<file path="src/rtl/mem_arbiter.sv">
// Round-robin arbiter sharing the SPI memory controller between the control unit
// and the debug/loader port, with a watchdog that aborts stalled transactions.
module mem_arbiter #(
  parameter int unsigned TIMEOUT = 4096
) (
  input  logic        clk,
  input  logic        rst,
  input  logic        cu_req,
  input  logic [15:0] cu_addr,
  input  logic [7:0]  cu_wdata,
  input  logic        cu_we,
  input  logic        cu_rom,
  output logic        cu_done,
  input  logic        dbg_req,
  input  logic [15:0] dbg_addr,
  input  logic [7:0]  dbg_wdata,
  input  logic        dbg_we,
  input  logic        dbg_rom,
  output logic        dbg_done,
  output logic [7:0]  rdata,
  output logic        spi_executing,
  output logic [15:0] spi_addr,
  output logic [7:0]  spi_wdata,
  output logic        spi_we,
  output logic        spi_rom,
  input  logic        spi_done,
  input  logic [7:0]  spi_rdata,
  output logic        timeout_err,
  input  logic        timeout_clr
);

  typedef enum logic [1:0] {IDLE, BUSY, RESP} state_t;

  localparam logic [15:0] WD_LIMIT = 16'(TIMEOUT - 1);

  state_t      state, state_nx;
  logic        last;        // 1 = debug port won the most recent grant
  logic        spi_done_q;
  logic [15:0] wd_cnt;
  logic        grant, grant_dbg;
  logic        complete, expire;

  always_comb begin
    grant     = 1'b0;
    grant_dbg = 1'b0;
    if (cu_req && dbg_req) begin
      grant     = 1'b1;
      grant_dbg = ~last;
    end else if (cu_req) begin
      grant     = 1'b1;
    end else if (dbg_req) begin
      grant     = 1'b1;
      grant_dbg = 1'b1;
    end
  end

  assign complete = spi_done && !spi_done_q;
  assign expire   = (wd_cnt == WD_LIMIT);

  always_comb begin
    state_nx = state;
    unique case (state)
      IDLE:    if (grant) state_nx = BUSY;
      BUSY:    if (complete || expire) state_nx = RESP;
      RESP:    state_nx = IDLE;
      default: state_nx = IDLE;
    endcase
  end

  always_ff @(posedge clk or posedge rst) begin
    if (rst) state <= IDLE;
    else     state <= state_nx;
  end

  always_ff @(posedge clk or posedge rst) begin
    if (rst) begin
      last        <= 1'b1;
      spi_done_q  <= 1'b1;
      wd_cnt      <= '0;
      spi_addr    <= '0;
      spi_wdata   <= '0;
      spi_we      <= 1'b0;
      spi_rom     <= 1'b0;
      rdata       <= '0;
      timeout_err <= 1'b0;
    end else begin
      spi_done_q <= spi_done;
      if (state == IDLE && grant) begin
        last      <= grant_dbg;
        spi_addr  <= grant_dbg ? dbg_addr  : cu_addr;
        spi_wdata <= grant_dbg ? dbg_wdata : cu_wdata;
        spi_we    <= grant_dbg ? dbg_we    : cu_we;
        spi_rom   <= grant_dbg ? dbg_rom   : cu_rom;
        wd_cnt    <= '0;
      end
      // Counter only advances below the limit, so it saturates instead of wrapping.
      if (state == BUSY) begin
        if (complete)    rdata  <= spi_rdata;
        else if (expire) rdata  <= 8'hFF;
        else             wd_cnt <= wd_cnt + 16'd1;
      end
      if (state == BUSY && !complete && expire) timeout_err <= 1'b1;
      else if (timeout_clr)                     timeout_err <= 1'b0;
    end
  end

  assign spi_executing = (state == BUSY);
  assign cu_done       = (state == RESP) && !last;
  assign dbg_done      = (state == RESP) &&  last;

endmodule

</file>
<file path="config.mk">
export PLATFORM = sky130hd
export DESIGN_NAME = mem_arbiter
export DESIGN_NICKNAME = d
export VERILOG_FILES = /design/src/rtl/mem_arbiter.sv
export SDC_FILE = /design/constraint.sdc
export NUM_CORES = 1
export LEC_CHECK = 0
export CORE_ASPECT_RATIO = 0.9
export CORE_MARGIN = 3
export CORE_UTILIZATION = 39
export DETAILED_ROUTE_END_ITERATION = 16
export PLACE_DENSITY = 0.76
export SETUP_SLACK_MARGIN = 0.5
export SLEW_MARGIN = 25
export SYNTH_ARGS = -nofsm -noshare
export SYNTH_HDL_FRONTEND = slang
export SYNTH_SLANG_ARGS = --single-unit
export TNS_END_PERCENT = 100
</file>
<file path="constraint.sdc">
create_clock -name clk -period 1.4 [get_ports clk]
set_input_delay 0.21 -clock clk [delete_from_list [all_inputs] [get_ports clk]]
set_output_delay 0.21 -clock clk [all_outputs]
set_load 0.05 [all_outputs]
</file>
==> results of run 1 <==
-- repair_timing --
action | in CTS | in global routing
setup buffers | 15 | 13
gates resized for setup | 43 | 33
pin swaps | 18 | 12
cloned | 4 | 1
setup endpoints to repair | 92 | 92
-- how the worst max path moves through the flow --
stage | from | to | slack, ps | cells past startpoint
floorplan | spi_done_q | wd_cnt[2] | -90 | 5
global placement | spi_done | wd_cnt[2] | -270 | 6
detailed placement | spi_done | wd_cnt[2] | -350 | 6
CTS | spi_done_q | wd_cnt[4] | -220 | 6
global route | wd_cnt[14] | rdata[7] | -410 | 5
finish | wd_cnt[14] | wd_cnt[13] | -380 | 6
-- cells by family after synthesis --
kind of cell	Yosys count	share of synthesized area, %
adders and majority gates	1	0.4816
buffers and inverters	15	2.890
xor gates and xnor gates	6	2.023
and+or+nand+nor	82	17.34
muxes	28	10.79
DFF	55	53.08
AOI/OAI and AO/OA	54	13.39
-- per-layer routing --
metal / up-vias / global-route usage, % / share of wire, %
met2: 156 / 41.64 / 53
met4: 0 / 11.07 / 3.8
met3: 33 / 7.065 / 7.2
li1: 1200 / - / -
met5: - / 0 / 0
met1: 1346 / 27.06 / 36
-- sequential cells by signal (all words and copies together), names as in the netlist --
register and flops:
state 2, timeout_err 1, spi_we 1, last 1, spi_wdata 8, rdata 8, wd_cnt 16, spi_addr 16
spi_done_q 1, spi_rom 1
-- worst reg2reg max path: stages, from the launching register on --
cell and delay, ps:
dfrtp_1 450, nor4_4 350, nand4_4 260, buf_6 210, nand3_2 70, xor2_1 240, nor2_1 80
-- layout make-up --
type / instances / area (um^2) / share of cell area (%)
inverters: 4 / 22.52 / 0.4360
repair buffers: 176 / 2146 / 41.55
multi-input cells: 172 / 1391 / 26.94
clock buffers: 6 / 82.58 / 1.599
flip-flops and latches: 55 / 1379 / 26.70
clock inverters: 2 / 35.03 / 0.6783
well taps: 87 / 108.9 / 2.108
-- per-stage QoR --
step	setup slack, ps	hold slack, ps
3_3_place_gp	-265.1	488.1
6_report	-377.3	303.0
5_1_grt	-409.0	325.0
3_5_place_dp	-352.3	512.3
2_1_floorplan	-87.13	214.5
4_1_cts	-218.9	292.9
-- power groups by stage --
stage | combinational, mW | sequential (mW) | clock [mW]
floorplan | 1.31 | 4.14 | 0
global placement | 5.79 | 2.73 | 0
detailed placement | 5.89 | 2.78 | 0
CTS | 6.49 | 2.75 | 1.12
global route | 7.44 | 2.84 | 1.21
finish | 7.17 | 2.80 | 1.13
-- cells in the mapped netlist (all sizes together) (2+ instances only) --
library cell	count	area, um^2
dfrtp	53	1326
nand2	39	148.9
o21ai	32	160.2
mux2i	28	280.3
nor2	11	43.80
nand3	9	45.04
o22a	8	80.08
buf	6	41.28
clkbuf	5	18.77
nand4	5	46.29
xor2	5	43.79
and3	4	26.28
inv	4	15.01
a21oi	3	26.28
and2	3	20.02
and4	2	17.52
dfstp	2	52.55
nor3b	2	15.01
nor4	2	42.54
o211ai	2	15.01
o22ai	2	12.51
o31ai	2	15.01
==> key figures, run 1 <==
Clocking
  – TritonCTS clock tree: done
  – Max Root-Sink Buffers: 2
  – H-tree level count: 2
  – TritonCTS Buffers: 5
  – Reg clk slew, reported paths: between 100 and 150 ps
  – # clock sinks: 55
  – Hold Buf Count CTS: 0
  – Worst-Skew Late Latency: ~330 ps
  – Root buf cell: clkbuf_8

Placement
  – Placer Congestion: about 0.85
  – Area after DPL: roughly 4500 um^2
  – Final HPWL DP: ~5500 um
  – Buffers on Ports: ~100
  – Placed cell count: around 460

Drt
  – Remaining DRCs: 0
  – WL per Instance: around 22 um
  – Pre-Repair DR Iteration Count: 4
  – Vias: between 2000 and 3000
  – Drt total wl: between 10000 and 15000 um
  – 1st-iter DRT viols: 222
  – Via density: about 5.4
  – DRT antenna net count: 0

Synth
  – Ys async rst share: 100.0%
  – Syn_nets: between 300 and 400
  – Sequential element share of the synthesized area: between 50% and 60%
  – Mapped Avg Cell Area: between 10 and 15 um^2
  – Post-synthesis sequential element count: 55
  – Library cells used by synthesis: 42
  – Cells after Synth: 241
  – Mapped Area: ~2600 um^2
  – Number of synthesized flops with an enable pin: 0
  – Synth Flop Type: dfrtp_1
  – Syn. warnings: 0

Worst setup path
  – Delay-heaviest family, CP: simple AND/OR/NAND/NOR gates
  – Worst R2R Path Depth: 6
  – CP Cell Sequence: nor4_4, nand4_4, buf_6, nand3_2, xor2_1, nor2_1
  – Crit path max fanout: 8
  – FF-to-FF End: wd_cnt[13]
  – CP Buf/Inv Count: 1
  – R2r setup slk: -380 ps
  – Setup crit end kind: flip-flop
  – Arrival time worst endpoint: about 2000 ps
  – Crit-path slowest cell: dfrtp_1
  – Worst EP required: between 1500 and 2000 ps
  – Reg2reg start: wd_cnt[14]
  – Critical path type: flip-flop to flip-flop
  – Crit path launch type: flip-flop
  – CP peak stage delay: between 400 and 500 ps

STA
  – Fin. max-slew vios: 0
  – Max Fclk: approximately 0.56 GHz
  – Final setup margin: -377.3 ps
  – Relative slew slack: between 70% and 80%
  – Period utilization: 127.0%
  – Worst slew pin tran: between 300 and 400 ps
  – RSZ-0062 raised after global routing: true
  – Aggregate negative setup slack: -8879 ps
  – Worst Skew: between 9 and 10 ps
  – Final setup viols: 54
  – Min Tclk post-route: about 1800 ps
  – Final Hold Vio Count: 0

Power and ir drop
  – P_leak: about 2.3 nW
  – Switch share: between 40% and 50%
  – Register share of total power: 25.2%
  – Clock power frac: between 10% and 20%
  – Logic gate share of total power: between 60 and 70%
  – NetSw: ~4.8 mW
  – Pwr Density: roughly 2200 nW/um^2
  – Power Internal: approximately 6.3 mW
  – VDD IR max: approximately 1.6 mV
  – Total Power: 11.11 mW

Final layout
  – Area Growth Syn to Fin: 98.84%
  – Post-route cell area: approximately 5200 um^2
  – Commonest non-fill, non-tap cell in the layout: clkdlybuf4s50_1
  – ANT cells: 0
  – Layout fillers: between 300 and 400
  – Nets: approximately 480
  – Core Util, Final: between 80% and 90%
  – Most frequent cells in the layout: clkdlybuf4s50_1, dfrtp_1, buf_4, buf_12, nand2_1
  – Fin cells: 502
  – Ratio of cells with drive above 1 in the final layout: between 40% and 50%

Outcome
  – Failing checks: setup timing
  – Status: finished, violations left

Floorplan
  – Die area: between 7000 and 8000 um^2
  – Die width: 92.03 um
  – Die H: ~83 um
  – Rows: 27
  – Initial Utilization: between 40% and 50%
  – Core area: around 6300 um^2
  – Boundary Pins: 104

Global route
  – Largest net degree at the start of global routing: 49
  – Initial antenna violation count: 0
  – Number of global-route vias before repair: ~2800
  – First-pass GRT wire length: 14300 um
  – Grt total ovfl: 0
  – Gr usage total: between 20% and 30%

Run
  – MaxCap Viol Count: 0

Min path
  – Hold Path Class: input pin to asynchronous set/reset pin
(Power assumes the default switching activity.)
==> inputs of run 2 (changes only) <==
- SETUP_SLACK_MARGIN: 0.5 -> not set
==> run 2 against run 1 <==
Compared with the run above: register-to-register slack better by 90 ps; the run still ends with setup timing left; clock skew decreased by 2.8 ps; die area is the same; total power down 6.5%; non-clock buffer count decreased by 6; sequential share of layout area rose by 1.3 points; via count decreased by 7.1%; first-iteration DRC count is 21% lower; global-route usage decreased by 3.2 points; highest routed layer unchanged; sequential power decreased by 1%.
==> key figures, run 2 (synthesis results as in run 1) <==
Clocking
  – Root buf cell: clkbuf_8 (unchanged)
  – TritonCTS clock tree: done (unchanged)
  – TritonCTS Buffers: 5 (unchanged)
  – Worst-Skew Late Latency: 310 ps (was 330 ps)
  – H-tree level count: 2 (unchanged)
  – Max Root-Sink Buffers: 2 (unchanged)
  – Hold Buf Count CTS: 0 (unchanged)
  – Reg clk slew, reported paths: 100 ps (was 110 ps)
  – # clock sinks: 55 (unchanged)

Worst setup path
  – FF-to-FF End: wd_cnt[10] (was wd_cnt[13])
  – Critical path type: flip-flop to flip-flop (unchanged)
  – Crit path launch type: flip-flop (unchanged)
  – Delay-heaviest family, CP: simple AND/OR/NAND/NOR gates (unchanged)
  – CP peak stage delay: 540 ps (was 450 ps)
  – Worst R2R Path Depth: 6 (unchanged)
  – Worst EP required: 1600 ps (was 1610 ps)
  – Crit path max fanout: 6 (was 8)
  – Setup crit end kind: flip-flop (unchanged)
  – Reg2reg start: spi_done_q (was wd_cnt[14])
  – Arrival time worst endpoint: 1890 ps (was 1990 ps)
  – CP Cell Sequence: and2b_2, nor2_4, buf_4, nand3_1, o211ai_1, o31ai_1 (was nor4_4, nand4_4, buf_6, nand3_2, xor2_1, nor2_1)
  – CP Buf/Inv Count: 1 (unchanged)
  – R2r setup slk: -290 ps (was -380 ps)
  – Crit-path slowest cell: dfstp_2 (was dfrtp_1)

Power and ir drop
  – Pwr Density: 2104 nW/um^2 (was 2150 nW/um^2)
  – VDD IR max: 1.456 mV (was 1.615 mV)
  – Total Power: 10.38 mW (was 11.11 mW)
  – P_leak: 2.226 nW (was 2.301 nW)

Drt
  – Drt total wl: 8813 um (was 11100 um)
  – Pre-Repair DR Iteration Count: 4 (unchanged)
  – WL per Instance: 17.77 um (was 22.11 um)
  – Remaining DRCs: 0 (unchanged)
  – Via density: 5.125 (was 5.448)
  – 1st-iter DRT viols: 175 (was 222)
  – DRT antenna net count: 0 (unchanged)
  – Vias: 2542 (was 2735)

Final layout
  – Most frequent cells in the layout: clkdlybuf4s50_1, buf_4, dfrtp_1, buf_12, nand2_1 (was clkdlybuf4s50_1, dfrtp_1, buf_4, buf_12, nand2_1)
  – Post-route cell area: 4936 um^2 (was 5165 um^2)
  – Fin cells: 496 (was 502)
  – Area Growth Syn to Fin: 90.03% (was 98.84%)
  – Ratio of cells with drive above 1 in the final layout: 38.39% (was 43.86%)
  – Core Util, Final: 78.55% (was 82.20%)
  – Nets: 475 (was 481)
  – Biggest regs: spi_addr: 16 flops, wd_cnt: 16 flops (unchanged)
  – ANT cells: 0 (unchanged)
  – Commonest non-fill, non-tap cell in the layout: clkdlybuf4s50_1 (unchanged)

Placement
  – Place WS: -354.8 ps (was -352.3 ps)
  – Buffers on Ports: 103 (unchanged)
  – Area after DPL: 4478 um^2 (was 4461 um^2)
  – Final HPWL DP: 5704 um (was 5540 um)
  – Placed cell count: 464 (was 461)
  – Placer Congestion: 0.8095 (was 0.8501)

Global route
  – Gr usage total: 20.84% (was 24.03%)
  – Initial antenna violation count: 0 (unchanged)
  – Number of global-route vias before repair: 2680 (was 2812)
  – First-pass GRT wire length: 12670 um (was 14300 um)
  – Grt total ovfl: 0 (unchanged)
  – Largest net degree at the start of global routing: 39 (was 49)

STA
  – Relative slew slack: 76.93% (was 76.02%)
  – Worst slew pin tran: 346.1 ps (was 357.0 ps)
  – Aggregate negative setup slack: -5594 ps (was -8879 ps)
  – Min Tclk post-route: 1688 ps (was 1777 ps)
  – Final Hold Vio Count: 0 (unchanged)
  – RSZ-0062 raised after global routing: true (unchanged)
  – Min Hold Slack: 262.7 ps (was 303.0 ps)
  – Final setup margin: -287.9 ps (was -377.3 ps)
  – Final setup viols: 40 (was 54)
  – Period utilization: 120.6% (was 127.0%)
  – Worst Skew: 7.028 ps (was 9.854 ps)
  – Max Fclk: 0.5924 GHz (was 0.5626 GHz)
  – Fin. max-slew vios: 0 (unchanged)

Outcome
  – Failing checks: setup timing (unchanged)
  – Status: finished, violations left (unchanged)

Floorplan
  – Die area: 7677 um^2 (unchanged)
  – Rows: 27 (unchanged)
  – Die H: 83.42 um (unchanged)
  – Boundary Pins: 104 (unchanged)
  – Die width: 92.03 um (unchanged)
  – Core area: 6284 um^2 (unchanged)
  – Initial Utilization: 41.34% (unchanged)

Run
  – MaxCap Viol Count: 0 (unchanged)

Min path
  – Hold Path Class: input pin to asynchronous set/reset pin (unchanged)
run 2: changes by cell type in the layout (fill, tap and decap cells not counted), moves of 4 or more:
cell     before  now
buf_4        43   55
buf_6        24    5
mux2i_1      18   23
nand2_1      34   38
o21ai_0       0   12
o21ai_1      26   18
o21ai_2       5    1
run 2: worst max path at each step:
stage          startpoint          to  slack, ps  cells past startpoint
3_5_place_dp     spi_done   wd_cnt[9]       -350                      6
6_report       spi_done_q  wd_cnt[10]       -290                      6
2_1_floorplan   wd_cnt[0]    rdata[0]       -110                      6
5_1_grt        spi_done_q   wd_cnt[2]       -350                      5
4_1_cts        wd_cnt[15]  wd_cnt[11]       -230                      6
3_3_place_gp     spi_done  wd_cnt[11]       -290                      6
run 2: metal layers:
| metal | global-route usage, % | wire length [um] | vias to the layer above | part of all wire [%] |
|---|---|---|---|---|
| met2 | 38.00 | 4759 | 100 | 54 |
| met1 | 22.91 | 3242 | 1238 | 37 |
| met3 | 5.797 | 567 | 21 | 6.4 |
| met5 | 0 | 0 | - | 0 |
| li1 | - | - | 1183 | - |
| met4 | 7.557 | 243 | 0 | 2.8 |
run 2: layout make-up:
cell class | count | area [um^2]
Clock buffer | 6 | 72.57
Clock inverter | 2 | 38.79
Fill cell | 354 | 1348
Inverter | 4 | 21.27
Multi-Input combinational cell | 172 | 1289
Sequential cell | 55 | 1380
Tap cell | 87 | 108.9
Timing Repair Buffer | 170 | 2026
run 2: power breakdown:
part	switching, mW	internal [mW]	total [mW]
combinational	3.29	3.23	6.53
sequential	0.609	2.15	2.76
clock	0.554	0.542	1.10
total	4.46	5.93	10.4
run 2: repair_timing:
action	4_1_cts	5_1_grt
setup buffers	9	11
setup endpoints to repair	30	56
resized for setup	12	35
pin swaps	9	8
gates cloned	1	3
run 2: worst register-to-register path: cells and delay by family (launching register included):
| family | cells | cell delay, ps |
|---|---|---|
| simple gates | 3 | 600 |
| buf+inv | 1 | 160 |
| compound gates | 2 | 270 |
| flops | 1 | 540 |
